==> src/rtl/wb_regfile_if.sv <==
// MEM/WB write-back and ID-stage read-port bundle for wb_regfile.
// The pipeline drives through the master modport; the register file uses slave.
interface wb_regfile_if #(
  parameter int DATA_W = 32,
  parameter int ADDR_W = 5
);
  logic [1:0]        MemtoReg_i;
  logic              RegWr_i;
  logic [ADDR_W-1:0] WriteAddr_i;
  logic [DATA_W-1:0] ALUOut_i;
  logic [DATA_W-1:0] MemData_i;
  logic [DATA_W-1:0] PCPlus4_i;
  logic [ADDR_W-1:0] RsAddr_i;
  logic [ADDR_W-1:0] RtAddr_i;
  logic [DATA_W-1:0] RsData_o;
  logic [DATA_W-1:0] RtData_o;
  logic [DATA_W-1:0] WbData_o;
  logic              WbEn_o;
  logic [31:0]       RetireCnt_o;

  modport master (
    output MemtoReg_i, RegWr_i, WriteAddr_i, ALUOut_i, MemData_i, PCPlus4_i,
    output RsAddr_i, RtAddr_i,
    input  RsData_o, RtData_o, WbData_o, WbEn_o, RetireCnt_o
  );

  modport slave (
    input  MemtoReg_i, RegWr_i, WriteAddr_i, ALUOut_i, MemData_i, PCPlus4_i,
    input  RsAddr_i, RtAddr_i,
    output RsData_o, RtData_o, WbData_o, WbEn_o, RetireCnt_o
  );
endinterface

==> src/rtl/wb_regfile.sv <==
// Write-back stage and 32-entry architectural register file for the 5-stage
// MIPS pipeline. Selects the write-back value, commits it one edge later,
// serves two write-first bypassed read ports and counts retired writes.
// NREG must equal 2**ADDR_W so every index addresses a real register.
module wb_regfile #(
  parameter int DATA_W = 32,
  parameter int ADDR_W = 5,
  parameter int NREG   = 32
) (
  input logic         clk,
  input logic         reset,
  wb_regfile_if.slave bus
);

  localparam logic [1:0] SEL_ALU  = 2'b00;
  localparam logic [1:0] SEL_MEM  = 2'b01;
  localparam logic [1:0] SEL_LINK = 2'b10;
  localparam logic [1:0] SEL_RSVD = 2'b11;

  logic [DATA_W-1:0] regs [NREG];
  logic [DATA_W-1:0] wb_data;
  logic              wb_en;
  logic [31:0]       retire_cnt;

  // Register 0 reads as zero; otherwise a matching write this cycle wins
  // over the stored value so ID sees the result being retired right now.
  function automatic logic [DATA_W-1:0] read_port(
    input logic [ADDR_W-1:0] addr,
    input logic [DATA_W-1:0] stored,
    input logic              en,
    input logic [ADDR_W-1:0] waddr,
    input logic [DATA_W-1:0] wdata
  );
    if (addr == '0)
      return '0;
    else if (en && (waddr == addr))
      return wdata;
    else
      return stored;
  endfunction

  // Write-back source select; the reserved encoding yields zero.
  always_comb begin
    wb_data = '0;
    unique case (bus.MemtoReg_i)
      SEL_ALU:  wb_data = bus.ALUOut_i;
      SEL_MEM:  wb_data = bus.MemData_i;
      SEL_LINK: wb_data = bus.PCPlus4_i;
      SEL_RSVD: wb_data = '0;
      default:  wb_data = '0;
    endcase
  end

  // A write is effective only out of reset, to a non-zero index and with a
  // defined source; this one signal gates commit, bypass and the counter.
  always_comb begin
    wb_en = reset && bus.RegWr_i && (bus.WriteAddr_i != '0) &&
            (bus.MemtoReg_i != SEL_RSVD);
  end

  // Register storage: cleared asynchronously, written one edge after select.
  always_ff @(posedge clk or negedge reset) begin
    if (!reset) begin
      for (int i = 0; i < NREG; i++) regs[i] <= '0;
    end else if (wb_en) begin
      regs[bus.WriteAddr_i] <= wb_data;
    end
  end

  // Retired-write counter for debug; wraps silently.
  always_ff @(posedge clk or negedge reset) begin
    if (!reset)
      retire_cnt <= '0;
    else if (wb_en)
      retire_cnt <= retire_cnt + 32'd1;
  end

  // Outputs: combinational read ports and write-back visibility.
  always_comb begin
    bus.WbData_o    = wb_data;
    bus.WbEn_o      = wb_en;
    bus.RetireCnt_o = retire_cnt;
    bus.RsData_o    = read_port(bus.RsAddr_i, regs[bus.RsAddr_i], wb_en,
                                bus.WriteAddr_i, wb_data);
    bus.RtData_o    = read_port(bus.RtAddr_i, regs[bus.RtAddr_i], wb_en,
                                bus.WriteAddr_i, wb_data);
  end

endmodule

==> src/flat_wrapper.sv <==
// flat-port wrapper written by rule: the top's interface ports become plain ports
module wb_regfile_flat 
#(
  parameter int DATA_W = 32,
  parameter int ADDR_W = 5,
  parameter int NREG   = 32
)
  (clk, reset, bus_MemtoReg_i, bus_RegWr_i, bus_WriteAddr_i, bus_ALUOut_i, bus_MemData_i, bus_PCPlus4_i, bus_RsAddr_i, bus_RtAddr_i, bus_RsData_o, bus_RtData_o, bus_WbData_o, bus_WbEn_o, bus_RetireCnt_o);
  wb_regfile_if #(.DATA_W(DATA_W), .ADDR_W(ADDR_W)) bus_i ();
  input logic clk;
  input logic reset;
  input wire logic [$bits(bus_i.MemtoReg_i)-1:0] bus_MemtoReg_i;
  input wire logic [$bits(bus_i.RegWr_i)-1:0] bus_RegWr_i;
  input wire logic [$bits(bus_i.WriteAddr_i)-1:0] bus_WriteAddr_i;
  input wire logic [$bits(bus_i.ALUOut_i)-1:0] bus_ALUOut_i;
  input wire logic [$bits(bus_i.MemData_i)-1:0] bus_MemData_i;
  input wire logic [$bits(bus_i.PCPlus4_i)-1:0] bus_PCPlus4_i;
  input wire logic [$bits(bus_i.RsAddr_i)-1:0] bus_RsAddr_i;
  input wire logic [$bits(bus_i.RtAddr_i)-1:0] bus_RtAddr_i;
  output wire logic [$bits(bus_i.RsData_o)-1:0] bus_RsData_o;
  output wire logic [$bits(bus_i.RtData_o)-1:0] bus_RtData_o;
  output wire logic [$bits(bus_i.WbData_o)-1:0] bus_WbData_o;
  output wire logic [$bits(bus_i.WbEn_o)-1:0] bus_WbEn_o;
  output wire logic [$bits(bus_i.RetireCnt_o)-1:0] bus_RetireCnt_o;
  assign bus_i.MemtoReg_i = bus_MemtoReg_i;
  assign bus_i.RegWr_i = bus_RegWr_i;
  assign bus_i.WriteAddr_i = bus_WriteAddr_i;
  assign bus_i.ALUOut_i = bus_ALUOut_i;
  assign bus_i.MemData_i = bus_MemData_i;
  assign bus_i.PCPlus4_i = bus_PCPlus4_i;
  assign bus_i.RsAddr_i = bus_RsAddr_i;
  assign bus_i.RtAddr_i = bus_RtAddr_i;
  assign bus_RsData_o = bus_i.RsData_o;
  assign bus_RtData_o = bus_i.RtData_o;
  assign bus_WbData_o = bus_i.WbData_o;
  assign bus_WbEn_o = bus_i.WbEn_o;
  assign bus_RetireCnt_o = bus_i.RetireCnt_o;
  wb_regfile #(.DATA_W(DATA_W), .ADDR_W(ADDR_W), .NREG(NREG)) u_core (.clk(clk), .reset(reset), .bus(bus_i));
endmodule
==> config.mk <==
export PLATFORM = sky130hd
export DESIGN_NAME = wb_regfile_flat
export DESIGN_NICKNAME = d
export VERILOG_FILES = /design/src/rtl/wb_regfile_if.sv /design/src/rtl/wb_regfile.sv /design/src/flat_wrapper.sv
export SDC_FILE = /design/constraint.sdc
export NUM_CORES = 2
export LEC_CHECK = 0
export CAP_MARGIN = 10
export CORE_ASPECT_RATIO = 0.5
export CORE_MARGIN = 3
export CORE_UTILIZATION = 40
export DETAILED_ROUTE_END_ITERATION = 16
export HOLD_SLACK_MARGIN = 0.1
export SETUP_SLACK_MARGIN = 0.4
export SLEW_MARGIN = 10
export SYNTH_ARGS = -nofsm -noshare
export SYNTH_HDL_FRONTEND = slang
export SYNTH_SLANG_ARGS = --single-unit
==> constraint.sdc <==
create_clock -name clk -period 2.1 [get_ports clk]
set_clock_uncertainty 0.1 [all_clocks]
set_input_delay 0.315 -clock clk [delete_from_list [all_inputs] [get_ports clk]]
set_output_delay 0.315 -clock clk [all_outputs]
set_load 0.03 [all_outputs]
==> flow_summary.toml <==
[synthesis]
synth_async_sr_flop_share = 1.00
synthesis.area_um2 = 56100
synth_cell_types = 50
yosysWarnings = 0
syn_area_per_cell_um2 = 9.93
syn-num-nets = 5771
ys_ff_latch = 1056
synthFlopType = "dfrtp_1"
synth_edf_count = 0
yosysSeqAreaShare = 0.471
netlist_instances = 5654

[finish]
utilization = 0.551
multi_input_area_um2 = 29000
final.fill_count = 11570
stdcell_count = 8459
seq_area_um2 = 26400
area_delta_synth_final_pct = 35.8
drive_gt1_frac = 0.300
nets = 6635

[timing]
rsz0062_at_grt = "yes"
holdWs_ps = 233
hold_viol_final = 0
timing.fmax_mhz = 328
report.final.slew_viol_count = 0
worst_pin_slew_ps = 833
finalSetupViolations = 93
relSlewSlack = 0.445
setup_tns_ps = -55950
fin_crit_sh = 1.45
finalCriticalPeriod_ps = 3050
setup_slack_ps = -953

[floorplanning]
die_area_um2 = 145000
initial_core_util = 0.406
rows = 96
die_w_um = 536
die_height_um = 271
io_pins = 245
coreArea_um2 = 138000

[setup_path]
crit_fanout = 2
reg2regPathDepth = 6
end_kind = "output port"
r2r_end = "u_core.bus.RetireCnt_o[19]"
crit_type = "register to output port"
cp_data_arrival_time_ps = 2640
r2r_start = "u_core.bus.RetireCnt_o[5]"
reg2reg_slack_ps = 410
cp_data_required_time_ps = 1680
start_kind = "register"

[place]
dpl.hpwl_mm = 156
pre_cts_ws_ps = -1010
gp_congestion = 0.938
portBuffers = 244
dp_cells = 8163

[global_route]
grt_pass1_vias = 50294
grt-ovfl-total = 0
grt_max_degree = 141
antenna_found_initial = 2
grt_usage = 0.307
grt_pass1_wl_mm = 334

[drt]
viasPerCell = 5.97
remaining_drc_errors = 0
vias = 50473
drt_first_pass_iters = 6
wirelength_mm = 228
drtAntennaViolNets = 0
wl_per_cell_um = 26.9
drt_iter0_drc = 5639

[power]
net-switching-power_mw = 18.6
p_int_mw = 41.8
sw_frac_of_total = 0.308
leakagePower_nw = 35.0
powerDensity_nw_per_um2 = 792
comb_power_share = 0.253
clockPowerShare = 0.326
peakVddDrop_mv = 0.650
sequentialPowerShare = 0.421

[worst_hold_path]
worstHoldStart = "bus_WriteAddr_i[3]"
hp-class = "input port to register"
whs_path_depth = 5
hold_end = "u_core.regs[939]"

[clock_network]
cts_made_buffers = 104
htreeDepth = 3
cts_root_buf = "clkbuf_16"
clkLatencyLatePin_ps = 720
cts.sinks = 1056
path_clk_slew_ps = 70
cts_tree = "yes"
cts_buffer_depth = 3

[job]
max_cap_viol_count = 0

[run_status]
outcome = "complete, but fails checks"
violations = "negative setup slack"
==> power by group through the flow <==
stage / logic, mW / registers, mW / clock network [mW]
4_1_cts: 14.9 / 25.3 / 19.8
5_1_grt: 16.4 / 25.7 / 20.7
6_report: 15.3 / 25.4 / 19.7
2_1_floorplan: 7.81 / 25.2 / 0
3_3_place_gp: 13.8 / 25.5 / 0
3_5_place_dp: 14.2 / 25.6 / 0
==> worst max-delay path, stage by stage, from the launching register on <==
cell and delay [ps]:
dfrtp_1 390, mux4_2 460, mux2i_1 200, buf_4 190
nor3_2 50, nor4_2 270, buf_4 160, a211oi_4 40
buf_12 140
==> sequential cells by signal, summed over array words and instances, names as in the netlist <==
name,cells
u_core.bus.RetireCnt_o,32
u_core.regs,1024
==> stage by stage <==
stage / area (um2) / power, mW
2_1_floorplan: 57300 / 33.0
3_3_place_gp: 70100 / 39.3
3_5_place_dp: 70100 / 39.8
4_1_cts: 75500 / 60.0
5_1_grt: 76200 / 62.8
6_report: 76200 / 60.4
==> Yosys cell counts (all sizes together) (24+ instances only) <==
| master | instances | area, um2 |
|---|---|---|
| nor2 | 793 | 3020 |
| nor3 | 28 | 151 |
| o21ai | 413 | 2070 |
| a21oi | 711 | 3560 |
| mux4 | 207 | 4660 |
| mux2i | 723 | 7240 |
| a22oi | 268 | 2010 |
| a211oi | 33 | 383 |
| inv | 33 | 124 |
| nand2 | 470 | 1760 |
| xnor2 | 30 | 263 |
| nand3 | 123 | 621 |
| buf | 242 | 1250 |
| dfrtp | 1056 | 26400 |
| clkbuf | 346 | 1300 |
| nor4 | 24 | 150 |
| o211ai | 60 | 450 |
==> worst max path at each step <==
stage | from | endpoint | slack [ps] | cells past startpoint
finish | u_core.regs[785] | bus_RtData_o[17] | -950 | 8
CTS | u_core.regs[785] | bus_RtData_o[17] | -960 | 8
detailed placement | bus_WriteAddr_i[2] | bus_RsData_o[16] | -1010 | 10
floorplan | bus_MemtoReg_i[1] | bus_RtData_o[5] | -390 | 8
global route | u_core.regs[788] | bus_RtData_o[20] | -1040 | 7
global placement | bus_WriteAddr_i[3] | bus_RsData_o[16] | -1030 | 11
==> layer usage <==
metal / share of wire / global-route usage / up-vias / wire length, um
met4: 0.043 / 0.120 / 0 / 9840
li1: - / - / 21886 / -
met1: 0.42 / 0.432 / 25500 / 95300
met5: 0 / 0 / - / 0
met2: 0.44 / 0.454 / 2551 / 100000
met3: 0.099 / 0.0743 / 536 / 22600
==> cell type report <==
class	instances	share of cell area
timing repair buffer	1346	0.194
tap	1862	0.0306
inverter	33	0.00179
antenna	1	0.0000328
clock inverter	36	0.00555
clock buffer	148	0.0403
sequential	1056	0.347
multi-input combinational	3977	0.381
==> cell usage in the layout (no fill, tap or decap), drive strengths merged, types with 159 or more instances in the layout <==
master / count
nand2: 470
mux2i: 723
a22oi: 268
o21ai: 413
dfrtp: 1056
a21oi: 711
nor2: 793
clkbuf: 159
mux4: 207
buf: 1233
==> timing repair <==
action	in CTS	in global routing
buffers inserted	84	16
endpoints found under the hold margin	209	203
pin swaps	70	62
setup endpoints to repair	338	1118
cloned	4	5
hold buffers	1	1
resized for setup	553	98
==> kinds of logic (layout without fill, tap and decap cells) <==
kind of cell	after synthesis	in the layout	synth area share
buf+inv	621	1563	0.0476
simple gates	1510	1510	0.110
flops	1056	1056	0.471
compound gates	1492	1492	0.152
other cells	0	1	0
fa+ha+maj	1	1	0.000223
xor+xnor	41	41	0.00640
mux	933	933	0.213
Note: power is estimated with default switching activity, not from simulation.
